$ cat src/rtl/buffer_dma.sv
// buffer_dma: moves descriptor-sized blocks of words between external memory
// and the two on-chip buffer banks, one word per cycle. It hides a fixed
// external read latency (LOAD) and the one-cycle buffer read latency (SAVE).
module buffer_dma #(
    parameter int DATA_W    = 16,
    parameter int ADDR_RAM  = 10,
    parameter int LOG_N_BUF = 8,
    parameter int RD_LAT    = 1
) (
    input  logic                 clk,
    input  logic                 rst,
    input  logic                 req_valid,
    output logic                 req_ready,
    input  logic                 req_op,
    input  logic [31:0]          req_ext_addr,
    input  logic [31:0]          req_words,
    input  logic                 req_buf_bank,
    input  logic [LOG_N_BUF-1:0] req_buf_idx,
    input  logic [ADDR_RAM-1:0]  req_buf_addr,
    output logic                 busy,
    output logic                 done,
    output logic                 ext_re,
    output logic [31:0]          ext_rd_addr,
    input  logic [DATA_W-1:0]    ext_rd_data,
    output logic                 ext_we,
    output logic [31:0]          ext_wr_addr,
    output logic [DATA_W-1:0]    ext_wr_data,
    output logic                 buf_w_en,
    output logic                 buf_w_bank,
    output logic [LOG_N_BUF-1:0] buf_w_idx,
    output logic [ADDR_RAM-1:0]  buf_w_addr,
    output logic [DATA_W-1:0]    buf_w_data,
    output logic                 buf_r_en,
    output logic                 buf_r_bank,
    output logic [LOG_N_BUF-1:0] buf_r_idx,
    output logic [ADDR_RAM-1:0]  buf_r_addr,
    input  logic [DATA_W-1:0]    buf1_r_data,
    input  logic [DATA_W-1:0]    buf2_r_data
);

    typedef enum logic [1:0] {IDLE, LOAD, SAVE, DRAIN} state_t;

    state_t                 state_q, state_d;
    logic                   op_q, op_d;
    logic [31:0]            ext_addr_q, ext_addr_d;
    logic [31:0]            words_q, words_d;
    logic                   bank_q, bank_d;
    logic [LOG_N_BUF-1:0]   idx_q, idx_d;
    logic [ADDR_RAM-1:0]    buf_addr_q, buf_addr_d;
    logic [31:0]            k_q, k_d;
    logic [31:0]            j_q, j_d;
    // In-flight tracker: bit 0 is set the cycle after an issue. SAVE taps
    // bit 0 (buffer latency 1), LOAD taps bit RD_LAT-1.
    logic [RD_LAT-1:0]      vld_q, vld_d;

    logic                   issue;
    logic                   wr_fire;
    logic                   last_wr;
    logic                   done_c;

    // Issue / write-completion decode from registered state
    always_comb begin
        issue   = ((state_q == LOAD) || (state_q == SAVE)) && (k_q < words_q);
        wr_fire = (state_q != IDLE) && (op_q ? vld_q[0] : vld_q[RD_LAT-1]);
        last_wr = wr_fire && (j_q == words_q - 32'd1);
        done_c  = (state_q == DRAIN) && ((words_q == 32'd0) || last_wr);
    end

    // Next-state, descriptor latch and counter updates
    always_comb begin
        state_d    = state_q;
        op_d       = op_q;
        ext_addr_d = ext_addr_q;
        words_d    = words_q;
        bank_d     = bank_q;
        idx_d      = idx_q;
        buf_addr_d = buf_addr_q;
        k_d        = k_q;
        j_d        = wr_fire ? j_q + 32'd1 : j_q;
        vld_d[0]   = issue;
        for (int i = 1; i < RD_LAT; i++) begin
            vld_d[i] = vld_q[i-1];
        end
        case (state_q)
            IDLE: begin
                if (req_valid) begin
                    op_d       = req_op;
                    ext_addr_d = req_ext_addr;
                    words_d    = req_words;
                    bank_d     = req_buf_bank;
                    idx_d      = req_buf_idx;
                    buf_addr_d = req_buf_addr;
                    k_d        = 32'd0;
                    j_d        = 32'd0;
                    // Leftover SAVE bits in the deeper taps must not leak
                    // into a following LOAD.
                    vld_d      = '0;
                    if (req_words == 32'd0) begin
                        state_d = DRAIN;
                    end else begin
                        state_d = req_op ? SAVE : LOAD;
                    end
                end
            end
            LOAD, SAVE: begin
                if (issue) begin
                    k_d = k_q + 32'd1;
                    if (k_q == words_q - 32'd1) begin
                        state_d = DRAIN;
                    end
                end
            end
            DRAIN: begin
                if (done_c) begin
                    state_d = IDLE;
                end
            end
            default: state_d = IDLE;
        endcase
    end

    // Engine state registers; reset abandons any transfer in flight
    always_ff @(posedge clk or negedge rst) begin
        if (!rst) begin
            state_q    <= IDLE;
            op_q       <= 1'b0;
            ext_addr_q <= '0;
            words_q    <= '0;
            bank_q     <= 1'b0;
            idx_q      <= '0;
            buf_addr_q <= '0;
            k_q        <= '0;
            j_q        <= '0;
            vld_q      <= '0;
        end else begin
            state_q    <= state_d;
            op_q       <= op_d;
            ext_addr_q <= ext_addr_d;
            words_q    <= words_d;
            bank_q     <= bank_d;
            idx_q      <= idx_d;
            buf_addr_q <= buf_addr_d;
            k_q        <= k_d;
            j_q        <= j_d;
            vld_q      <= vld_d;
        end
    end

    // Memory/buffer ports; addresses and data are zero whenever not strobed
    always_comb begin
        req_ready   = (state_q == IDLE);
        busy        = (state_q != IDLE);
        done        = done_c;

        ext_re      = issue && !op_q;
        ext_rd_addr = ext_re ? ext_addr_q + k_q : 32'd0;

        buf_r_en    = issue && op_q;
        buf_r_bank  = buf_r_en ? bank_q : 1'b0;
        buf_r_idx   = buf_r_en ? idx_q : '0;
        buf_r_addr  = buf_r_en ? buf_addr_q + k_q[ADDR_RAM-1:0] : '0;

        buf_w_en    = wr_fire && !op_q;
        buf_w_bank  = buf_w_en ? bank_q : 1'b0;
        buf_w_idx   = buf_w_en ? idx_q : '0;
        buf_w_addr  = buf_w_en ? buf_addr_q + j_q[ADDR_RAM-1:0] : '0;
        buf_w_data  = buf_w_en ? ext_rd_data : '0;

        ext_we      = wr_fire && op_q;
        ext_wr_addr = ext_we ? ext_addr_q + j_q : 32'd0;
        ext_wr_data = ext_we ? (bank_q ? buf2_r_data : buf1_r_data) : '0;
    end

endmodule

$ cat config.mk
export PLATFORM = sky130hd
export DESIGN_NAME = buffer_dma
export DESIGN_NICKNAME = d
export VERILOG_FILES = /design/src/rtl/buffer_dma.sv
export SDC_FILE = /design/constraint.sdc
export NUM_CORES = 1
export LEC_CHECK = 0
export CAP_MARGIN = 0
export CORE_MARGIN = 2
export CORE_UTILIZATION = 48
export CTS_CLUSTER_DIAMETER = 200
export DETAILED_ROUTE_END_ITERATION = 10
export PLACE_DENSITY = 0.86
export SYNTH_ARGS = -nofsm -noshare
export SYNTH_HDL_FRONTEND = slang
export SYNTH_SLANG_ARGS = --single-unit
$ cat constraint.sdc
create_clock -name clk -period 4.7 [get_ports clk]
set_input_delay 1.175 -clock clk [delete_from_list [all_inputs] [get_ports clk]]
set_output_delay 1.175 -clock clk [all_outputs]
set_load 0.05 [all_outputs]
==> flow_metrics.py <==
metrics = {
    "sta": {
        "layout_min_cycle_time_ns": 5.088,
        "fmax_mhz": 196.5,
        "worst_rel_slew_slack_pct": 18.72,
        "setup_repair_after_global_routing_missed_its_margin": "yes",
        "finalMaxSlewViolations": 0,
        "hold-worst-slack_ns": 0.4961,
        "final-hold-violation-count": 0,
        "fin_tns_setup_ns": -2.968,
        "actual_transition_at_the_worst_max_transition_pin_ns": 1.215,
        "finalSetupViolCount": 17,
        "timing.clock.skew_ns": 0.01947,
        "final_min_period_over_clock_period_pct": 108.3,
        "fin_ws_ns": -0.3883,
    },
    "clock_tree": {
        "clk_latency_ns": 0.45,
        "clock-root-buffer": "sky130_fd_sc_hd__clkbuf_16",
        "clk_pin_slew_ns": 0.08,
        "numCtsBuffers": 17,
        "h-tree-depth": 4,
        "cts.sink_count": 151,
        "clockBufferDepth": 2,
        "holdBufCountCts": 0,
        "tritoncts": "done",
    },
    "routing": {
        "antenna_left": 0,
        "m1WireLength_um": 23240,
        "drt_first_pass_iters": 8,
        "route.detailed.wl_per_inst_um": 22.60,
        "detail_route.drc_violations": 0,
        "dr_iter_0_viols": 1946,
        "drt-total-wl_um": 56590,
        "detailroute.via_count": 15420,
        "topRoutingLayerUsed": "met4",
        "dr_wl_met2_um": 25690,
        "via_count_normalized_by_instance_count": 6.157,
        "met3_wirelength_um": 5352,
    },
    "synth": {
        "synth_top_area_share_pct": 27.84,
        "synth_fp_nets": 1996,
        "syn_avg_cell_area_sq_um": 7.805,
        "post_synth_num_cell_types": 71,
        "post-synth-top-count-cell": "sky130_fd_sc_hd__nand2_1",
        "synth.yosys.seq_area_share_pct": 27.84,
        "post_synth_most_frequent_cells": "sky130_fd_sc_hd__nand2_1, sky130_fd_sc_hd__nor2_1, sky130_fd_sc_hd__dfrtp_1",
        "ys_dominant_reg_cell": "sky130_fd_sc_hd__dfrtp_1",
        "yosysWarningCount": 0,
        "ys_ff_latch": 151,
        "syn_area_sq_mm": 0.01357,
        "async_reset_ff_share_pct": 100.0,
        "synth_top_cells_by_area": "sky130_fd_sc_hd__dfrtp_1, sky130_fd_sc_hd__ha_1, sky130_fd_sc_hd__nand2_1, sky130_fd_sc_hd__xnor2_1, sky130_fd_sc_hd__nor2_1",
        "post-synth-top-area-cell": "sky130_fd_sc_hd__dfrtp_1",
        "number_of_enable_type_register_cells_in_the_synthesized_netlist": 0,
        "synthCells": 1739,
    },
    "placement": {
        "dp.cells": 2428,
        "dp_hpwl_um": 40230,
        "gp_routability_congestion": 0.9821,
        "port_buffers": 275,
    },
    "power": {
        "switchingPower_mw": 1.265,
        "cell_internal_pwr_mw": 2.504,
        "post-layout-total-power_mw": 3.769,
        "power_leakage_nw": 9.150,
        "clkPwrFrac_pct": 37.5,
        "power.share.switching_pct": 33.55,
        "comb_power_share_pct": 26.1,
        "ir_worst_vdd_mv": 0.2297,
        "power.sequential.fraction_pct": 36.4,
        "cellPowerDensity_mw_per_mm2": 190.2,
    },
    "worst_hold_path": {
        "hold_start": "idx_q[0]",
        "min_path_cells": 2,
        "holdCritPathClass": "flop to flop",
        "worst_hold_path.endpoint": "idx_q[0]",
    },
    "finish": {
        "insertedDiodeCount": 0,
        "drive_above_1_share_pct": 20.74,
        "syn2layout_area_growth_pct": 46.00,
        "final-instance-count-excl-fill": 2504,
        "finalNetCount": 2370,
    },
    "grt": {
        "grt_pass1_wl_um": 81250,
        "pin_count_of_the_biggest_net_entering_global_routing": 90,
        "grt_remaining_overflow": 0,
        "first_global_vias": 14470,
        "groute.usage.overall_pct": 36.06,
        "antenna_found_initial": 0,
    },
    "setup_path": {
        "reg2reg_setup_slack_ns": 0.87,
        "timing.critical_path.to_type": "output port",
        "ff2ff_path_depth": 12,
        "criticalPathCategory": "flop to output port",
        "crit-reg2reg-capture": "state_q[0]",
        "highest_fanout_seen_on_the_critical_path": 2,
        "critPathRequiredTime_ns": 3.52,
        "arrival_ns": 3.91,
        "crit_path_start_kind": "flop",
        "timing.rr.start": "words_q[2]",
    },
    "die": {
        "initial_core_utilization_pct": 48.86,
        "row_count": 61,
        "die_footprint_sq_mm": 0.02964,
        "floorplan.core_area_sq_mm": 0.02778,
        "die_w_um": 172.2,
        "chipHeight_um": 172.2,
        "io-pin-count": 276,
    },
    "job": {
        "max_cap_viols": 0,
    },
    "outcome": {
        "status": "complete, but fails checks",
        "violated_checks": "setup timing",
    },
}
[cell families after synthesis]
group | Yosys count | synth area share (%)
xor+xnor | 172 | 11.10
mux | 29 | 2.185
buf+inv | 148 | 4.130
flops | 151 | 27.84
fa+ha+maj | 122 | 11.47
simple gates | 762 | 26.70
compound gates | 355 | 16.58
[power by group through the flow]
stage	logic (mW)	registers, mW	clock network [mW]
3_3_place_gp	0.863	1.38	0
5_1_grt	1.03	1.37	1.47
4_1_cts	0.915	1.36	1.41
6_report	0.983	1.37	1.41
3_5_place_dp	0.884	1.38	0
2_1_floorplan	0.374	1.41	0
[final cells by class]
cell class | instances | area [sq um]
Clock buffer | 18 | 429.2
Clock inverter | 14 | 141.4
Fill cell | 2057 | 7965
Inverter | 71 | 270.3
Multi-Input combinational cell | 1441 | 10060
Sequential cell | 151 | 3799
Tap cell | 378 | 473.0
Timing Repair Buffer | 431 | 4648
[critical path, stage by stage (launching register included)]
cell	delay, ns
sky130_fd_sc_hd__dfrtp_1	0.40
sky130_fd_sc_hd__ha_2	0.22
sky130_fd_sc_hd__fa_2	0.38
sky130_fd_sc_hd__a211oi_4	0.26
sky130_fd_sc_hd__o21ai_2	0.11
sky130_fd_sc_hd__a2111oi_4	0.36
sky130_fd_sc_hd__buf_4	0.17
sky130_fd_sc_hd__o31a_1	0.22
sky130_fd_sc_hd__o221ai_2	0.13
sky130_fd_sc_hd__o41a_1	0.36
sky130_fd_sc_hd__and3_4	0.20
sky130_fd_sc_hd__a211oi_2	0.20
sky130_fd_sc_hd__xor2_1	0.26
sky130_fd_sc_hd__nor2_4	0.06
sky130_fd_sc_hd__buf_12	0.15
[state kept, by name (all words and copies together), names as in the netlist]
| register | count |
|---|---|
| op_q | 1 |
| vld_q | 1 |
| idx_q | 8 |
| bank_q | 1 |
| j_q | 32 |
| state_q | 2 |
| buf_addr_q | 10 |
| ext_addr_q | 32 |
| words_q | 32 |
| k_q | 32 |
[through the flow]
step | area [sq um] | utilization [%] | setup WS [ns]
finish | 19820 | 71.33 | -0.3883
global placement | 18040 | 64.93 | -0.2240
floorplan | 13600 | - | -0.1516
CTS | 19050 | 68.57 | -0.4047
global route | 19820 | 71.33 | -0.5528
detailed placement | 18040 | 64.93 | -0.2603
[worst max path at each step]
stage	from	to	slack [ns]
6_report	ext_addr_q[0]	ext_rd_addr[30]	-0.39
5_1_grt	ext_addr_q[0]	ext_rd_addr[20]	-0.55
4_1_cts	ext_addr_q[0]	ext_rd_addr[30]	-0.40
3_5_place_dp	ext_addr_q[0]	ext_rd_addr[30]	-0.26
3_3_place_gp	ext_addr_q[0]	ext_rd_addr[30]	-0.22
2_1_floorplan	words_q[9]	ext_rd_addr[13]	-0.15
[layout by cell type (no fill, tap or decap), drive strengths merged, types with 20 or more instances in the layout]
cell and n:
and2 20, nand4 34, clkbuf 22, clkdlybuf4s50 169
mux2i 27, a21oi 84, a21o 31, nand2 264
nor4 25, xor2 71, nand3 54, o21ai 102
inv 74, a211oi 20, nor3 46, dfrtp 151
nor2 200, ha 118, buf 256, and3 58
xnor2 101
[timing repair]
| item | CTS | global route |
|---|---|---|
| endpoints found under the setup margin | 47 | 61 |
| pin swaps | 34 | 63 |
| setup buffers | 15 | 32 |
| cloned | 0 | 3 |
| gates resized for setup | 78 | 114 |
[per-layer routing]
metal / vias up / GRT usage, %
li1: 6884 / -
met1: 7403 / 50.14
met2: 948 / 58.01
met3: 183 / 5.287
met4: 0 / 11.25
met5: - / 0
Power figures use the tool's default switching activity.
